## config.mk

```make
export PLATFORM = sky130hd
export DESIGN_NAME = uart_dtm_host_framer_flat
export DESIGN_NICKNAME = d
export VERILOG_FILES = /design/src/rtl/uart_dtm_host_framer_if.sv /design/src/rtl/uart_dtm_host_framer.sv /design/src/flat_wrapper.sv
export SDC_FILE = /design/constraint.sdc
export NUM_CORES = 1
export LEC_CHECK = 0
export ABC_AREA = 1
export BUFFER_PORTS_ARGS = -buffer_cell sky130_fd_sc_hd__buf_4
export CORE_ASPECT_RATIO = 0.7
export CORE_UTILIZATION = 40
export DETAILED_ROUTE_END_ITERATION = 8
export GPL_ROUTABILITY_DRIVEN = 0
export HOLD_SLACK_MARGIN = 0.12
export SLEW_MARGIN = 0
export SYNTH_ARGS = -nofsm -noshare
export SYNTH_HDL_FRONTEND = slang
export SYNTH_SLANG_ARGS = --single-unit
```

## constraint.sdc

```tcl
create_clock -name clk_i -period 2.8 [get_ports clk_i]
set_clock_uncertainty 0.15 [all_clocks]
set_input_delay 0.28 -clock clk_i [delete_from_list [all_inputs] [get_ports clk_i]]
set_output_delay 0.28 -clock clk_i [all_outputs]
set_load 0.1 [all_outputs]
```

## src/rtl/uart_dtm_host_framer_if.sv

```systemverilog
// Request, UART byte and response signals between the host-side DTM framer and its neighbours.
// The slave modport is the framer; the master modport is the host/UART environment.
interface uart_dtm_host_framer_if;
    logic        req_valid_i;
    logic        req_ready_o;
    logic [2:0]  req_cmd_i;
    logic [4:0]  req_addr_i;
    logic [40:0] req_data_i;
    logic [7:0]  tx_data_o;
    logic        tx_valid_o;
    logic        tx_ready_i;
    logic [7:0]  rx_data_i;
    logic        rx_valid_i;
    logic        rsp_valid_o;
    logic [33:0] rsp_data_o;
    logic        rsp_timeout_o;
    logic        busy_o;

    modport slave (
        input  req_valid_i, req_cmd_i, req_addr_i, req_data_i, tx_ready_i, rx_data_i, rx_valid_i,
        output req_ready_o, tx_data_o, tx_valid_o, rsp_valid_o, rsp_data_o, rsp_timeout_o, busy_o
    );

    modport master (
        output req_valid_i, req_cmd_i, req_addr_i, req_data_i, tx_ready_i, rx_data_i, rx_valid_i,
        input  req_ready_o, tx_data_o, tx_valid_o, rsp_valid_o, rsp_data_o, rsp_timeout_o, busy_o
    );
endinterface

```

## src/rtl/uart_dtm_host_framer.sv

```systemverilog
// Host-side UART debug transport initiator: frames one request as SOF, cmd/addr and
// little-endian payload bytes, then gathers the little-endian response with a timeout.
module uart_dtm_host_framer #(
    parameter int TIMEOUT_CYCLES = 1_000_000
) (
    input logic                   clk_i,
    input logic                   rst_ni,
    uart_dtm_host_framer_if.slave bus
);
    localparam logic [2:0] ST_IDLE   = 3'd0;
    localparam logic [2:0] ST_HDR    = 3'd1;
    localparam logic [2:0] ST_CMD    = 3'd2;
    localparam logic [2:0] ST_DATA   = 3'd3;
    localparam logic [2:0] ST_RSP    = 3'd4;
    localparam logic [2:0] CMD_READ  = 3'b001;
    localparam logic [2:0] CMD_WRITE = 3'b010;
    localparam logic [2:0] CMD_RW    = 3'b011;
    localparam logic [4:0] ADDR_DMI  = 5'b10001;
    localparam int         CW        = $clog2(TIMEOUT_CYCLES + 1);
    localparam logic [CW-1:0] TMO_LAST = CW'(TIMEOUT_CYCLES - 1);

    logic [2:0]    state_r, state_nxt_s;
    logic [2:0]    idx_r, idx_nxt_s;
    logic [CW-1:0] cnt_r, cnt_nxt_s;
    logic [2:0]    cmd_r;
    logic [4:0]    addr_r;
    logic [40:0]   data_r;
    logic [33:0]   rsp_data_r;
    logic [7:0]    tx_data_r, tx_byte_nxt_s;
    logic          tx_valid_r, req_ready_r, busy_r, rsp_valid_r, rsp_timeout_r;
    logic          accept_s, tx_fire_s, is_dmi_s, rsp_done_s, rsp_tmo_s;
    logic [2:0]    tx_last_s, rx_last_s;

    // Payload byte idx of the 48-bit little-endian image; bits above 40 are sent as zero.
    function automatic logic [7:0] payload_byte(input logic [40:0] data, input logic [2:0] idx);
        logic [7:0] b;
        case (idx)
            3'd0:    b = data[7:0];
            3'd1:    b = data[15:8];
            3'd2:    b = data[23:16];
            3'd3:    b = data[31:24];
            3'd4:    b = data[39:32];
            3'd5:    b = {7'b0000000, data[40]};
            default: b = 8'h00;
        endcase
        return b;
    endfunction

    assign accept_s  = bus.req_valid_i & req_ready_r;
    assign tx_fire_s = tx_valid_r & bus.tx_ready_i;
    assign is_dmi_s  = (addr_r == ADDR_DMI);
    assign tx_last_s = is_dmi_s ? 3'd5 : 3'd3;
    assign rx_last_s = is_dmi_s ? 3'd4 : 3'd3;

    // Next-state, byte index and timeout counter decisions.
    always_comb begin
        state_nxt_s = state_r;
        idx_nxt_s   = idx_r;
        cnt_nxt_s   = cnt_r;
        rsp_done_s  = 1'b0;
        rsp_tmo_s   = 1'b0;
        case (state_r)
            ST_IDLE: begin
                if (accept_s) begin
                    state_nxt_s = ST_HDR;
                    idx_nxt_s   = 3'd0;
                end else begin
                    state_nxt_s = ST_IDLE;
                end
            end
            ST_HDR: begin
                if (tx_fire_s) begin
                    state_nxt_s = ST_CMD;
                end else begin
                    state_nxt_s = ST_HDR;
                end
            end
            ST_CMD: begin
                if (tx_fire_s) begin
                    idx_nxt_s = 3'd0;
                    cnt_nxt_s = {CW{1'b0}};
                    case (cmd_r)
                        CMD_WRITE: state_nxt_s = ST_DATA;
                        CMD_RW:    state_nxt_s = ST_DATA;
                        CMD_READ:  state_nxt_s = ST_RSP;
                        default:   state_nxt_s = ST_IDLE;
                    endcase
                end else begin
                    state_nxt_s = ST_CMD;
                end
            end
            ST_DATA: begin
                if (tx_fire_s && (idx_r == tx_last_s)) begin
                    idx_nxt_s   = 3'd0;
                    cnt_nxt_s   = {CW{1'b0}};
                    state_nxt_s = (cmd_r == CMD_RW) ? ST_RSP : ST_IDLE;
                end else if (tx_fire_s) begin
                    idx_nxt_s = idx_r + 3'd1;
                end else begin
                    idx_nxt_s = idx_r;
                end
            end
            ST_RSP: begin
                if (bus.rx_valid_i && (idx_r == rx_last_s)) begin
                    cnt_nxt_s   = {CW{1'b0}};
                    idx_nxt_s   = 3'd0;
                    rsp_done_s  = 1'b1;
                    state_nxt_s = ST_IDLE;
                end else if (bus.rx_valid_i) begin
                    cnt_nxt_s = {CW{1'b0}};
                    idx_nxt_s = idx_r + 3'd1;
                end else if (cnt_r == TMO_LAST) begin
                    idx_nxt_s   = 3'd0;
                    rsp_tmo_s   = 1'b1;
                    state_nxt_s = ST_IDLE;
                end else begin
                    cnt_nxt_s = cnt_r + CW'(1);
                end
            end
            default: state_nxt_s = ST_IDLE;
        endcase

        case (state_nxt_s)
            ST_HDR:  tx_byte_nxt_s = 8'h01;
            ST_CMD:  tx_byte_nxt_s = {cmd_r, addr_r};
            ST_DATA: tx_byte_nxt_s = payload_byte(data_r, idx_nxt_s);
            default: tx_byte_nxt_s = 8'h00;
        endcase
    end

    // State and registered handshake/status outputs, all derived from the next state.
    always_ff @(posedge clk_i or negedge rst_ni) begin
        if (!rst_ni) begin
            state_r       <= ST_IDLE;
            idx_r         <= 3'd0;
            cnt_r         <= {CW{1'b0}};
            tx_data_r     <= 8'h00;
            tx_valid_r    <= 1'b0;
            req_ready_r   <= 1'b1;
            busy_r        <= 1'b0;
            rsp_valid_r   <= 1'b0;
            rsp_timeout_r <= 1'b0;
        end else begin
            state_r       <= state_nxt_s;
            idx_r         <= idx_nxt_s;
            cnt_r         <= cnt_nxt_s;
            tx_data_r     <= tx_byte_nxt_s;
            tx_valid_r    <= (state_nxt_s == ST_HDR) || (state_nxt_s == ST_CMD) || (state_nxt_s == ST_DATA);
            req_ready_r   <= (state_nxt_s == ST_IDLE);
            busy_r        <= (state_nxt_s != ST_IDLE);
            rsp_valid_r   <= rsp_done_s | rsp_tmo_s;
            rsp_timeout_r <= rsp_tmo_s;
        end
    end

    // Request capture on acceptance.
    always_ff @(posedge clk_i or negedge rst_ni) begin
        if (!rst_ni) begin
            cmd_r  <= 3'd0;
            addr_r <= 5'd0;
            data_r <= 41'd0;
        end else if (accept_s) begin
            cmd_r  <= bus.req_cmd_i;
            addr_r <= bus.req_addr_i;
            data_r <= bus.req_data_i;
        end
    end

    // Response assembly: the first byte clears stale data; a timeout with no bytes reads zero.
    always_ff @(posedge clk_i or negedge rst_ni) begin
        if (!rst_ni) begin
            rsp_data_r <= 34'd0;
        end else if ((state_r == ST_RSP) && bus.rx_valid_i) begin
            case (idx_r)
                3'd0:    rsp_data_r <= {26'd0, bus.rx_data_i};
                3'd1:    rsp_data_r[15:8]  <= bus.rx_data_i;
                3'd2:    rsp_data_r[23:16] <= bus.rx_data_i;
                3'd3:    rsp_data_r[31:24] <= bus.rx_data_i;
                3'd4:    rsp_data_r[33:32] <= bus.rx_data_i[1:0];
                default: rsp_data_r <= rsp_data_r;
            endcase
        end else if (rsp_tmo_s && (idx_r == 3'd0)) begin
            rsp_data_r <= 34'd0;
        end
    end

    assign bus.req_ready_o   = req_ready_r;
    assign bus.tx_data_o     = tx_data_r;
    assign bus.tx_valid_o    = tx_valid_r;
    assign bus.rsp_valid_o   = rsp_valid_r;
    assign bus.rsp_data_o    = rsp_data_r;
    assign bus.rsp_timeout_o = rsp_timeout_r;
    assign bus.busy_o        = busy_r;
endmodule

```

## src/flat_wrapper.sv

```systemverilog
// flat-port wrapper written by rule: the top's interface ports become plain ports
module uart_dtm_host_framer_flat 
#(
    parameter int TIMEOUT_CYCLES = 1_000_000
)
  (clk_i, rst_ni, bus_req_valid_i, bus_req_cmd_i, bus_req_addr_i, bus_req_data_i, bus_tx_ready_i, bus_rx_data_i, bus_rx_valid_i, bus_req_ready_o, bus_tx_data_o, bus_tx_valid_o, bus_rsp_valid_o, bus_rsp_data_o, bus_rsp_timeout_o, bus_busy_o);
  uart_dtm_host_framer_if bus_i ();
  input logic clk_i;
  input logic rst_ni;
  input wire logic [$bits(bus_i.req_valid_i)-1:0] bus_req_valid_i;
  input wire logic [$bits(bus_i.req_cmd_i)-1:0] bus_req_cmd_i;
  input wire logic [$bits(bus_i.req_addr_i)-1:0] bus_req_addr_i;
  input wire logic [$bits(bus_i.req_data_i)-1:0] bus_req_data_i;
  input wire logic [$bits(bus_i.tx_ready_i)-1:0] bus_tx_ready_i;
  input wire logic [$bits(bus_i.rx_data_i)-1:0] bus_rx_data_i;
  input wire logic [$bits(bus_i.rx_valid_i)-1:0] bus_rx_valid_i;
  output wire logic [$bits(bus_i.req_ready_o)-1:0] bus_req_ready_o;
  output wire logic [$bits(bus_i.tx_data_o)-1:0] bus_tx_data_o;
  output wire logic [$bits(bus_i.tx_valid_o)-1:0] bus_tx_valid_o;
  output wire logic [$bits(bus_i.rsp_valid_o)-1:0] bus_rsp_valid_o;
  output wire logic [$bits(bus_i.rsp_data_o)-1:0] bus_rsp_data_o;
  output wire logic [$bits(bus_i.rsp_timeout_o)-1:0] bus_rsp_timeout_o;
  output wire logic [$bits(bus_i.busy_o)-1:0] bus_busy_o;
  assign bus_i.req_valid_i = bus_req_valid_i;
  assign bus_i.req_cmd_i = bus_req_cmd_i;
  assign bus_i.req_addr_i = bus_req_addr_i;
  assign bus_i.req_data_i = bus_req_data_i;
  assign bus_i.tx_ready_i = bus_tx_ready_i;
  assign bus_i.rx_data_i = bus_rx_data_i;
  assign bus_i.rx_valid_i = bus_rx_valid_i;
  assign bus_req_ready_o = bus_i.req_ready_o;
  assign bus_tx_data_o = bus_i.tx_data_o;
  assign bus_tx_valid_o = bus_i.tx_valid_o;
  assign bus_rsp_valid_o = bus_i.rsp_valid_o;
  assign bus_rsp_data_o = bus_i.rsp_data_o;
  assign bus_rsp_timeout_o = bus_i.rsp_timeout_o;
  assign bus_busy_o = bus_i.busy_o;
  uart_dtm_host_framer #(.TIMEOUT_CYCLES(TIMEOUT_CYCLES)) u_core (.clk_i(clk_i), .rst_ni(rst_ni), .bus(bus_i));
endmodule
```

== Yosys cells after proc, flatten, opt, wreduce, memory -nomap -nowiden ==
Cells that the tools add are included.
Word-level totals
  flip-flop bits (word level): 122
  input bits: 62
  output and inout bits: 47
Operators by class
  $add $sub $neg: 2
  eq/ne operators: 31
  mux-type cells: 41
  bitwise logic cells: 3
  reduce and logical (&&, ||, !) cells: 20
Operator list (count)
  $mux W20: 5
  $mux W34: 2
  $pmux W20 S3: 1
  $pmux W8 S2: 3
  $pmux W8 S6: 1
  $mux W3: 15
  $eq A3 B2 Y1 const B: 10
  $pmux W8 S3: 1
  $add A20 B1 Y20 const B: 1
  $eq A20 B20 Y1 const B: 1
  $eq A3 B1 Y1 const B: 5
  $pmux W3 S5: 1
  $eq A3 B3 Y1 const B: 4
  $logic_not A3 Y1: 4
  $ne A3 B3 Y1 const B: 4
  $pmux W3 S4: 1
  $reduce_and A2 Y1: 5
  $mux W8: 1
  $mux W1: 7
  $eq A3 B3 Y1: 2
  $pmux W3 S2: 1
  $reduce_bool A3 Y1: 2
  $eq A5 B5 Y1 const B: 1
  $logic_and A1 B1 Y1: 4
  12 further kinds: 15

== Logic depth before layout (Yosys ltp) ==
  depth in word-level cells: 9
  gate-level depth with buffers: 18
  mapped depth without buffers: 18

== Least setup slack after synthesis ==
OpenSTA, ideal clock, no wires.
  kind: reg2reg
  from: reg u_core.tx_valid_r, in the netlist u_core.bus.tx_valid_o
  to: reg u_core.tx_data_r[4], in the netlist u_core.bus.tx_data_o[4]
  setup time: 0.065 ns
  data arrival time: 2.427 ns
  slack: 0.158 ns
  stages on the path, launching flop included: 14
  buffers on the path: 2
  cell sequence: dfrtp_1 > nand2_1 > clkbuf_1 > ha_1 > nand2_1 > o21ai_0 > inv_1 > nand4_4 > nor2_8 > buf_6 > nand3_1 > nand3_1 > o21ai_1 > nand2_1
On the way
  cells in the longest elaborated chain, start to end: 7
Ends and longest elaborated chain
  start, declared: line uart_dtm_host_framer.sv:30  | logic tx_valid_r, req_ready_r, busy_r, rsp_valid_r, rsp_timeout_r;
  start signal, assigned: line uart_dtm_host_framer.sv:148  | tx_valid_r <= (state_nxt_s == ST_HDR) || (state_nxt_s == ST_CMD) || (state_nxt_s == ST_DATA);
  $and A1 B1 Y1 (*): line uart_dtm_host_framer.sv:50  | assign tx_fire_s = tx_valid_r & bus.tx_ready_i;
  $mux W3 / $logic_and A1 B1 Y1 (equally long branches): line uart_dtm_host_framer.sv:97, uart_dtm_host_framer.sv:93
  $mux W3: line uart_dtm_host_framer.sv:93  | if (tx_fire_s && (idx_r == tx_last_s)) begin
  $pmux W3 S4 (*): line uart_dtm_host_framer.sv:62  | case (state_r)
  named net u_core.idx_nxt_s[0]: line uart_dtm_host_framer.sv:23  | logic [2:0] idx_r, idx_nxt_s;
  $eq A3 B3 Y1, or another cell as far along: line uart_dtm_host_framer.sv:37  | case (idx)
  $pmux W8 S6 (*): line uart_dtm_host_framer.sv:37
  $pmux W8 S3 (*): line uart_dtm_host_framer.sv:123  | case (state_nxt_s)
  named net u_core.tx_byte_nxt_s[4]: line uart_dtm_host_framer.sv:29  | logic [7:0] tx_data_r, tx_byte_nxt_s;
  end signal, assigned: line uart_dtm_host_framer.sv:147  | tx_data_r <= tx_byte_nxt_s;
  end, declared: line uart_dtm_host_framer.sv:29
The timed path passes the listed nets; every way through them passes the cells marked *.
A chain may end at the register's enable or synchronous reset.

== Worst setup path in the final report ==
  from: reg u_core.idx_r[0]
  to: reg u_core.tx_data_r[3], in the netlist u_core.bus.tx_data_o[3]
On the way
  cells in the longest elaborated chain, start to end: 7
Ends and longest elaborated chain
  start, declared: line uart_dtm_host_framer.sv:23
  start signal, assigned: line uart_dtm_host_framer.sv:145  | idx_r <= idx_nxt_s;
  $add A3 B1 Y3, or another cell as far along: line uart_dtm_host_framer.sv:98, uart_dtm_host_framer.sv:111
  $mux W3, or another cell as far along: line uart_dtm_host_framer.sv:109  | end else if (bus.rx_valid_i) begin
  $mux W3 (on tied branches): line uart_dtm_host_framer.sv:104, uart_dtm_host_framer.sv:93
  $pmux W3 S4: line uart_dtm_host_framer.sv:62
  $eq A3 B3 Y1, or another cell as far along: line uart_dtm_host_framer.sv:37
  $pmux W8 S6: line uart_dtm_host_framer.sv:37
  $pmux W8 S3 (*): line uart_dtm_host_framer.sv:123
  named net u_core.tx_byte_nxt_s[3]: line uart_dtm_host_framer.sv:29
Marked as above.

==> results_dict.tcl <==
set metrics [dict create \
    start_util 0.4143 \
    peakVddDrop_mv 0.6741 \
    yosysTopAreaCell "dfrtp_1" \
    path_cells "inv_1 > ha_1 > inv_1 > o21ai_0 > nand3_1 > nand3_4 > nor2_8 > nand3_1 > nand3_1 > o21ai_1 > nand2_1" \
    slew_viol_final 0 \
    ctsRootBufferMaster "clkbuf_16" \
    path_delay_family "simple AND/OR/NAND/NOR gates" \
    netlist_area_um2 5841 \
    num_antenna_cells 0 \
    synthCells 619 \
    drv_cap 0 \
    finalHoldViolations 0 \
    worst_setup_path_end_kind "flip-flop" \
    drive_gt1_frac 0.2820 \
    synth-simple-area-share 0.2266 \
    crit_arrival_ps 2790 \
    drtIter0Drc 317 \
    rsz0062_at_grt "no" \
    critical_path_class "reg2reg" \
    synth_top_family_by_area "simple AND/OR/NAND/NOR gates" \
    r2r_slack_ps 160 \
    cp.depth 11 \
    required_ps 2950 \
    final_common_cell "dfrtp_1" \
    synth_nets 689 \
    track_usage 0.2107 \
    power_density_nw_per_um2 1026 \
    synthTopCellsByArea "dfrtp_1, mux2_2, nand3_1" \
    fin_crit_sh 0.9431 \
    outcome "complete, no violations" \
    htree_levels 4 \
    tightestPinTransition_ps 717.2 \
    cts-resized-gates 0 \
    crit_path_end "u_core.bus.tx_data_o[3]" \
    critPathBufInv 2 \
    synth_seq_cells 122 \
    synth_compound_gate_area_share 0.08398 \
    ys_seq_area_frac 0.5229 \
    boundaryPins 109 \
    core_um2 14100 \
    crit_fanout 11 \
    grt_pass1_wl_um 24560 \
    layout_common_cells "dfrtp_1, buf_4, nand2_1" \
    start_kind "flip-flop" \
    clk_path_buf_depth 2 \
    rows 36 \
    clk_pin_slew_ps 60 \
    synth_cell_types 41 \
    slew_headroom 0.5219 \
    clock-sinks 122 \
    fin_hold_ws_ps 160.6 \
    syn_avg_cell_area_um2 9.436 \
    setup_violations 0 \
    io_buffers 108 \
    cts_buffers 17 \
    cp_slowest_stage_delay_ps 510 \
    post-route-min-period_ps 2641 \
    fin_nets 869 \
    area_growth_pct 39.57 \
    wl_per_cell_um 15.52 \
    post-dp-hpwl_um 10510 \
    via_count 5128 \
    ys.warnings.count 0 \
    antenna_found_initial 0 \
    cts_tree "built" \
    r2r-start "u_core.idx_r[0]" \
    setup.worst_path.start "u_core.idx_r[0]" \
    yosysTopAreaCellShare 0.5184 \
    p_leak_nw 3.871 \
    drtPass1Iterations 5 \
    die_area_um2 15100 \
    finalSetupTns_ps 0 \
    ant_nets 0 \
    r2r_cells 11 \
    fmax_ghz 0.3787 \
    yosys-mux-area-fraction 0.08676 \
    post_drt_via_cell_ratio 5.118 \
    overflow 0 \
    die_h_um 103.1 \
    hold_path_class "in2reg" \
    clk_latency_ps 410 \
    grt_pass1_vias 4935 \
    critPathSlowestCell "dfrtp_1" \
    totalWireLength_um 15550 \
    worstHoldStart "bus_tx_ready_i" \
    cpMostUsedCell "nand3_1" \
    grt_max_degree 123 \
    drcViolationCount 0 \
    die_w_um 146.4 \
    worstReg2RegEnd "u_core.bus.tx_data_o[3]" \
    synth-xor-area-share 0.004499 \
    synth_fa_ha_area_frac 0.01714 \
]
-- repair_timing --
item,in CTS,in global routing
setup endpoints to repair,0,5
hold endpoints to repair,196,0
hold buffers,59,0
setup buffers,0,3
-- synthesized netlist by cell type (all sizes together) --
cell     instances
nor2            51
a21oi           21
o311ai           1
a31oi            1
a22oi            1
and3             1
dfstp            1
o21a             2
nand4           20
o21ai           59
a2bb2oi          1
nand3           81
o31ai            1
dfrtp          121
xor2             3
inv             64
ha               8
a22o             1
a32o             2
clkbuf          11
nand3b           1
mux2            45
nor3             7
or2              1
nor4             3
clkinv           2
nand2          102
o211ai           1
buf              6
-- cell type report --
cell class / instances / area (um2)
Fill cell: 1211 / 5947
Sequential cell: 122 / 3054
Multi-Input combinational cell: 417 / 2477
Timing Repair Buffer: 175 / 1474
Clock buffer: 19 / 442.9
Inverter: 66 / 247.7
Tap cell: 190 / 237.7
Clock inverter: 13 / 217.7
-- worst min path at each step --
stage / end / depth (start not counted) / slack (ps)
3_3_place_gp: u_core.cnt_r[8] / 2 / 280
2_1_floorplan: u_core.addr_r[0] / 0 / -170
3_5_place_dp: u_core.cnt_r[8] / 2 / 290
6_report: u_core.state_r[1] / 5 / 160
4_1_cts: u_core.state_r[1] / 5 / 140
5_1_grt: u_core.state_r[1] / 5 / 190
-- through the flow --
step | power [W] | cell area [um2] | utilization | setup WS (ps) | std cells
after floorplan | 0.004917 | 5841 | - | 157.8 | 619
after global placement | 0.005653 | 6850 | 0.4859 | 252.3 | 905
after detailed placement | 0.005723 | 6850 | 0.4859 | 227.6 | 905
after CTS | 0.008248 | 8102 | 0.5746 | 206.0 | 996
after global routing | 0.008819 | 8152 | 0.5782 | 6.006 | 1002
final | 0.008366 | 8152 | 0.5782 | 159.2 | 1002
-- worst min-delay path, stage by stage --
cell and delay (ps):
buf_4 90, nand3_1 100, o211ai_1 100, nor2_1 60, inv_1 60
-- registers in the layout, indices dropped and copies added, names as in the netlist --
signal and flops:
u_core.data_r 41, u_core.bus.rsp_data_o 34, u_core.cnt_r 20, u_core.bus.tx_data_o 8, u_core.addr_r 5, u_core.cmd_r 3, u_core.idx_r 3, u_core.state_r 3
u_core.bus.busy_o 1, u_core.bus.req_ready_o 1, u_core.bus.rsp_timeout_o 1, u_core.bus.rsp_valid_o 1, u_core.bus.tx_valid_o 1
-- routing by layer --
layer	GRT usage	vias to the layer above	part of all wire
met1	0.2988	2470	0.48
met2	0.3220	185	0.44
met5	0	-	0
met3	0.04867	14	0.069
li1	-	2459	-
met4	0.06571	0	0.010
-- cell families after synthesis --
logic type               count (synthesis)
adder cells (fa/ha/maj)                  8
XOR/XNOR                                 3
buffers and inverters                   83
AO/OA/AOI/OAI                           91
multiplexers                            45
AND/OR/NAND/NOR                        267
flip-flops                             122
-- power breakdown --
group	internal (W)	leakage [nW]	switching, W	total [W]
Clock	0.00161	0.319	0.000802	0.00241
Combinational	0.00109	1.99	0.00221	0.00330
Sequential	0.00228	1.56	0.000370	0.00265
Total	0.00498	3.87	0.00338	0.00837
Note: power is estimated with default switching activity, not from simulation.
